File: config.mk
export PLATFORM = sky130hd
export DESIGN_NAME = ctf_frame_tx
export DESIGN_NICKNAME = d
export VERILOG_FILES = /design/src/rtl/ctf_frame_tx.sv
export SDC_FILE = /design/constraint.sdc
export NUM_CORES = 1
export LEC_CHECK = 0
export BUFFER_PORTS_ARGS = -buffer_cell sky130_fd_sc_hd__clkbuf_2
export CAP_MARGIN = 20
export CORE_AREA = 2 2 107 99
export DETAILED_ROUTE_END_ITERATION = 10
export DIE_AREA = 0 0 109 101
export SETUP_SLACK_MARGIN = 0.05
export SYNTH_ARGS = -nofsm -noshare
export SYNTH_HDL_FRONTEND = slang
export SYNTH_SLANG_ARGS = --single-unit
export TNS_END_PERCENT = 20
File: constraint.sdc
create_clock -name clk -period 4.8 [get_ports clk]
set_input_delay 0.24 -clock clk [delete_from_list [all_inputs] [get_ports clk]]
set_output_delay 0.24 -clock clk [all_outputs]
set_load 0.005 [all_outputs]
File: src/rtl/ctf_frame_tx.sv
// ctf_frame_tx: "$CTF" uplink frame encoder with 8N1 UART serialiser.
// Frame: 24 43 54 46 LEN CHAN DATA[LEN] CRC0 CRC1 FE, CRC-16/CCITT-FALSE over DATA.
// Ports:
//   clk, rst                  system clock, synchronous active-high reset
//   req_valid/ready/chan/len  frame request handshake
//   dat_valid/ready/byte      payload byte stream handshake
//   txd                       serial output, idle high
//   busy, frame_done          frame in progress, end-of-frame pulse
module ctf_frame_tx #(
    parameter int CLKS_PER_BIT = 69,
    parameter int STOP_BITS    = 1
) (
    input  logic       clk,
    input  logic       rst,
    input  logic       req_valid,
    output logic       req_ready,
    input  logic [7:0] req_chan,
    input  logic [7:0] req_len,
    input  logic       dat_valid,
    output logic       dat_ready,
    input  logic [7:0] dat_byte,
    output logic       txd,
    output logic       busy,
    output logic       frame_done
);
    localparam int BW = $clog2(CLKS_PER_BIT);
    localparam logic [BW-1:0] BAUD_MAX = BW'(CLKS_PER_BIT - 1);
    localparam logic STOP_LAST = 1'(STOP_BITS - 1);

    localparam logic [3:0] S_IDLE = 4'd0;
    localparam logic [3:0] S_H0   = 4'd1;
    localparam logic [3:0] S_H1   = 4'd2;
    localparam logic [3:0] S_H2   = 4'd3;
    localparam logic [3:0] S_H3   = 4'd4;
    localparam logic [3:0] S_LEN  = 4'd5;
    localparam logic [3:0] S_CHAN = 4'd6;
    localparam logic [3:0] S_DATA = 4'd7;
    localparam logic [3:0] S_CRC0 = 4'd8;
    localparam logic [3:0] S_CRC1 = 4'd9;
    localparam logic [3:0] S_ENDB = 4'd10;

    localparam logic [1:0] PH_START = 2'd0;
    localparam logic [1:0] PH_DATA  = 2'd1;
    localparam logic [1:0] PH_STOP  = 2'd2;

    logic [3:0]    state;
    logic [3:0]    nxt_state;
    logic [7:0]    len_q;
    logic [7:0]    chan_q;
    logic [7:0]    cnt;
    logic [15:0]   crc;
    logic [7:0]    crc_sh;
    logic [3:0]    crc_cnt;
    logic          crc_fb;
    logic          tx_act;
    logic [1:0]    ph;
    logic [BW-1:0] bcnt;
    logic [2:0]    bit_cnt;
    logic          stop_cnt;
    logic [7:0]    tx_byte;
    logic          req_fire;
    logic          dat_fire;
    logic          byte_end;
    logic          nxt_load;
    logic          ld;
    logic [7:0]    nxt_byte;
    logic [7:0]    ld_byte;

    assign req_ready = (state == S_IDLE);
    assign busy      = ~req_ready;
    // In DATA the serialiser is idle only while waiting for a payload byte.
    assign dat_ready = (state == S_DATA) && !tx_act;
    assign req_fire  = req_valid & req_ready;
    assign dat_fire  = dat_valid & dat_ready;
    assign byte_end  = tx_act && (ph == PH_STOP) &&
                       (bcnt == BAUD_MAX) && (stop_cnt == STOP_LAST);
    assign crc_fb    = crc[15] ^ crc_sh[7];

    always_comb begin
        txd = 1'b1;
        if (tx_act) begin
            case (ph)
                PH_START: txd = 1'b0;
                PH_DATA:  txd = tx_byte[bit_cnt];
                default:  txd = 1'b1;
            endcase
        end
    end

    // Successor of the current frame field and the byte it carries.
    always_comb begin
        nxt_state = S_IDLE;
        nxt_byte  = 8'hFE;
        case (state)
            S_H0: begin
                nxt_state = S_H1;
                nxt_byte  = 8'h43;
            end
            S_H1: begin
                nxt_state = S_H2;
                nxt_byte  = 8'h54;
            end
            S_H2: begin
                nxt_state = S_H3;
                nxt_byte  = 8'h46;
            end
            S_H3: begin
                nxt_state = S_LEN;
                nxt_byte  = len_q;
            end
            S_LEN: begin
                nxt_state = S_CHAN;
                nxt_byte  = chan_q;
            end
            S_CHAN, S_DATA: begin
                if ((state == S_CHAN) ? (len_q == 8'd0) : (cnt == 8'd0)) begin
                    nxt_state = S_CRC0;
                    nxt_byte  = crc[15:8];
                end else begin
                    nxt_state = S_DATA;
                end
            end
            S_CRC0: begin
                nxt_state = S_CRC1;
                nxt_byte  = crc[7:0];
            end
            S_CRC1: begin
                nxt_state = S_ENDB;
                nxt_byte  = 8'hFE;
            end
            default: begin
                nxt_state = S_IDLE;
                nxt_byte  = 8'hFE;
            end
        endcase
    end

    // Fixed fields chain back-to-back; DATA and IDLE leave the serialiser idle.
    assign nxt_load = (nxt_state != S_IDLE) && (nxt_state != S_DATA);
    assign ld       = req_fire | dat_fire | (byte_end & nxt_load);
    assign ld_byte  = req_fire ? 8'h24 : (dat_fire ? dat_byte : nxt_byte);

    always_ff @(posedge clk) begin
        if (rst) begin
            state      <= S_IDLE;
            len_q      <= 8'd0;
            chan_q     <= 8'd0;
            cnt        <= 8'd0;
            frame_done <= 1'b0;
        end else begin
            frame_done <= 1'b0;
            if (req_fire) begin
                state  <= S_H0;
                len_q  <= req_len;
                chan_q <= req_chan;
                cnt    <= req_len;
            end else if (byte_end) begin
                state      <= nxt_state;
                frame_done <= (nxt_state == S_IDLE);
            end
            if (dat_fire) begin
                cnt <= cnt - 8'd1;
            end
        end
    end

    always_ff @(posedge clk) begin
        if (rst) begin
            tx_act   <= 1'b0;
            ph       <= PH_START;
            bcnt     <= '0;
            bit_cnt  <= 3'd0;
            stop_cnt <= 1'b0;
            tx_byte  <= 8'hFF;
        end else if (ld) begin
            tx_act   <= 1'b1;
            ph       <= PH_START;
            bcnt     <= '0;
            bit_cnt  <= 3'd0;
            stop_cnt <= 1'b0;
            tx_byte  <= ld_byte;
        end else if (byte_end) begin
            tx_act <= 1'b0;
        end else if (tx_act) begin
            if (bcnt == BAUD_MAX) begin
                bcnt <= '0;
                case (ph)
                    PH_START: begin
                        ph      <= PH_DATA;
                        bit_cnt <= 3'd0;
                    end
                    PH_DATA: begin
                        if (bit_cnt == 3'd7) begin
                            ph       <= PH_STOP;
                            stop_cnt <= 1'b0;
                        end else begin
                            bit_cnt <= bit_cnt + 3'd1;
                        end
                    end
                    default: stop_cnt <= 1'b1;
                endcase
            end else begin
                bcnt <= bcnt + 1'b1;
            end
        end
    end

    // Bit-serial CRC, one payload bit per clk, MSB first.
    always_ff @(posedge clk) begin
        if (rst) begin
            crc     <= 16'hFFFF;
            crc_sh  <= 8'd0;
            crc_cnt <= 4'd0;
        end else if (req_fire) begin
            crc     <= 16'hFFFF;
            crc_cnt <= 4'd0;
        end else if (dat_fire) begin
            crc_sh  <= dat_byte;
            crc_cnt <= 4'd8;
        end else if (crc_cnt != 4'd0) begin
            crc     <= {crc[14:0], 1'b0} ^ (crc_fb ? 16'h1021 : 16'h0000);
            crc_sh  <= {crc_sh[6:0], 1'b0};
            crc_cnt <= crc_cnt - 4'd1;
        end
    end
endmodule

==> flow_summary_export.csv <==
group,metric,value,unit
hold_path,hp-class,"input port to register",
power,power_per_cell_area,448.3,nW/um^2
critical_path,rr_worst_depth,5,
route,ant_nets,0,
critical_path,slowest_stage,"dfxtp_1",
power,p_seq_frac,0.470,
critical_path,crit_required,5.07,ns
cts,clkSinkCount,79,
power,internal-power,1.190,mW
finish,postLayoutCellArea,4217,um^2
cts,root_buffer,"clkbuf_8",
die,die_h,101,um
logic_synthesis,synth-edff-count,0,
finish,final_nets,538,
global_route,grt_start_max_net_pins,44,
route,vias_per_cell,5.407,
cts,cts_setup_buffers,0,
logic_synthesis,synth_seq_cells,79,
timing,max_freq,362.0,MHz
power,pwr-share-clk,0.223,
global_route,overflow,0,
timing,period_minus_slack,2.762,ns
die,start_util,0.3869,
route,vias,3439,
finish,final_common_cell,"nand2_1",
cts,cts-htree-levels,3,
finish,diodes,0,
placed_design,placed_area,4061,um^2
timing,fin_skew,0.01114,ns
critical_path,start_kind,"register",
route,wirelength,9.567,mm
logic_synthesis,ys_types,55,
critical_path,crit_type,"register to register",
power,p_comb_frac,0.307,
die,die_area,11010,um^2
global_route,grt_usage,0.1908,
logic_synthesis,syn-num-nets,524,
logic_synthesis,synth_top_flop_cell,"dfxtp_1",
placed_design,hpwlAfterDp,6.955,mm
critical_path,crit_fanout,28,
timing,worstMarginPinSlew,0.9544,ns
cts,cts_resized,0,
power,power_switching_share,0.3706,
timing,finalSetupViolations,0,
timing,period_share,0.5755,
timing,fin_tns_setup,0,ns
finish,drive_above_1_share,0.1203,
critical_path,reg2reg_from,"state[1]$_SDFFE_PP0P_",
timing,holdWs,0.08855,ns
power,p_switching,0.7006,mW
critical_path,max_stage_delay,0.86,ns
die,io_pins,33,
critical_path,rrSetupSlack,2.04,ns
timing,slew_headroom,0.3614,
logic_synthesis,synth-xor-area-share,0.02277,
die,rows,35,
hold_path,min_to,"chan_q[4]$_SDFFE_PP0P_",
logic_synthesis,synth_top_family_by_area,"simple AND/OR/NAND/NOR gates",
logic_synthesis,yosys_warnings,0,
logic_synthesis,yosysSeqAreaShare,0.4112,
placed_design,gp_congestion,0.8585,
logic_synthesis,netlist_instances,489,
power,irDropWorstVdd,0.0002167,V
logic_synthesis,synth_mux_area_frac,0.03383,
cts,numCtsBuffers,9,
route,first_iter_violations,365,
timing,rsz0062_at_grt,"no",
logic_synthesis,synth_compound_area_frac,0.1919,
timing,final_hold_viol_count,0,
critical_path,reg2reg_to,"crc_sh[1]$_SDFFE_PP0P_",
critical_path,critPathArrivalTime,3.03,ns
logic_synthesis,syn_area,3846,um^2
route,drc,0,
critical_path,cp_cell_sequence,"and4b_1 > nand3b_4 > a21oi_1 > nor2_1 > a311oi_1",
global_route,grt_pass1_vias,3235,
timing,slew_violations,0,
finish,final_cell_mix,"nand2_1, dfxtp_1, a21oi_1, nor2_1, clkbuf_2",
cts,tritoncts,"yes",
cts,clkLatencyLatePin,0.37,ns
route,first_pass_iters,5,
cts,cts_buffer_depth,2,
critical_path,crit_path_end_kind,"register",
die,fp.coreArea,9941,um^2
logic_synthesis,avgSynthCellArea,7.865,um^2
logic_synthesis,synthSimpleGateAreaFrac,0.2733,
flow_run,max_cap_violations,0,
route,routedWlPerCell,15.04,um
logic_synthesis,synthAdderAreaFrac,0.02277,
hold_path,hold_start,"req_chan[4]",
hold_path,hold_depth,3,
run_status,status,"finished, final reports clean",
logic_synthesis,ys_async_sr_fraction,0,
placed_design,port_buffers,32,
cts,clk_pin_slew,0.08,ns
power,p_leak,1.607,nW
die,die_x,109,um
global_route,antenna_found_initial,0,
cts,holdBufCountCts,0,
finish,syn_to_final_growth,9.629,%
global_route,grt_pass1_wl,16.13,mm
## registers in the layout, indices dropped and copies added, names as in the netlist
signal	flops
ph	2
bcnt	7
tx_act	1
stop_cnt	1
state	4
cnt	8
tx_byte	8
len_q	8
chan_q	8
crc	16
crc_sh	8
crc_cnt	4
bit_cnt	3
frame_done	1
## power groups by stage
stage	logic, mW	clock network, mW	registers (mW)
2_1_floorplan	0.479	0	0.858
3_3_place_gp	0.560	0	0.901
3_5_place_dp	0.581	0	0.900
4_1_cts	0.583	0.435	0.887
5_1_grt	0.674	0.465	0.905
6_report	0.581	0.421	0.888
## critical path: cells and delay by family (launching register included)
| kind | cells | cell delay, ns |
|---|---|---|
| AND/OR/NAND/NOR | 3 | 0.76 |
| flip-flops | 1 | 0.86 |
| AO/OA/AOI/OAI | 2 | 1.04 |
## metrics by stage
step	std cells	total power [mW]	util	worst slack, ns
2_1_floorplan	489	1.337	-	2.778
3_3_place_gp	621	1.461	0.4086	2.162
3_5_place_dp	621	1.481	0.4086	2.110
4_1_cts	636	1.905	0.4242	2.080
5_1_grt	636	2.044	0.4242	1.776
6_report	636	1.890	0.4242	2.038
## cells by family (layout without fill, tap and decap cells)
group	after synthesis	count (layout)
flops	79	79
simple gates	222	222
xor+xnor	10	10
compound gates	118	118
buf+inv	43	61
mux	10	10
fa+ha+maj	7	7
## worst max path at each step
| stage | start | endpoint | slack (ns) | cells after the start |
|---|---|---|---|---|
| floorplan | bcnt[0]$_SDFFE_PP0P_ | bcnt[2]$_SDFFE_PP0P_ | 2.78 | 10 |
| detailed placement | state[1]$_SDFFE_PP0P_ | tx_byte[6]$_SDFFE_PP1P_ | 2.11 | 7 |
| finish | state[1]$_SDFFE_PP0P_ | crc_sh[1]$_SDFFE_PP0P_ | 2.04 | 5 |
| global placement | state[1]$_SDFFE_PP0P_ | crc_sh[1]$_SDFFE_PP0P_ | 2.16 | 5 |
| global route | state[1]$_SDFFE_PP0P_ | crc_sh[3]$_SDFFE_PP0P_ | 1.78 | 5 |
| CTS | state[1]$_SDFFE_PP0P_ | crc_sh[3]$_SDFFE_PP0P_ | 2.08 | 5 |
## area by class of cell
cell class	count	area, um^2
clock buffers	11	131.4
clock inverters	4	23.77
fillers	997	5724
inverters	11	41.29
multi-input cells	367	2095
flip-flops and latches	79	1582
well taps	129	161.4
repair buffers	35	182.7
## Yosys cell counts (3+ instances only)
cell	instances	share of area
nand3_1	24	0.031
a311oi_1	5	0.011
inv_1	11	0.011
and2_1	5	0.0081
xnor2_1	6	0.014
ha_1	7	0.023
nor3b_1	5	0.0098
o21ai_0	18	0.023
a31oi_1	4	0.0065
mux2i_1	4	0.010
and3_1	3	0.0049
nand2_1	102	0.10
a211oi_1	5	0.0098
nor3_1	4	0.0052
o221ai_1	5	0.011
buf_2	4	0.0052
nand4_1	4	0.0065
buf_1	3	0.0029
nand3b_1	3	0.0059
a21oi_1	47	0.061
dfxtp_1	79	0.41
o22ai_1	4	0.0065
xor2_1	4	0.0091
o211ai_1	7	0.014
clkbuf_1	24	0.023
nor4_1	6	0.0098
a22oi_1	7	0.014
nor2b_1	5	0.0081
nor2_1	41	0.040
nand2b_1	7	0.011
mux2_2	4	0.012
o32ai_1	3	0.0068
## routing by layer
metal  up-vias  global-route usage  wire, um
li1       1752                   -         -
met1      1565              0.2620      4661
met2       101              0.2790      4122
met3        21             0.05107       487
met4         0             0.08481       296
met5         -                   0         0
Note: power is estimated with default switching activity, not from simulation.
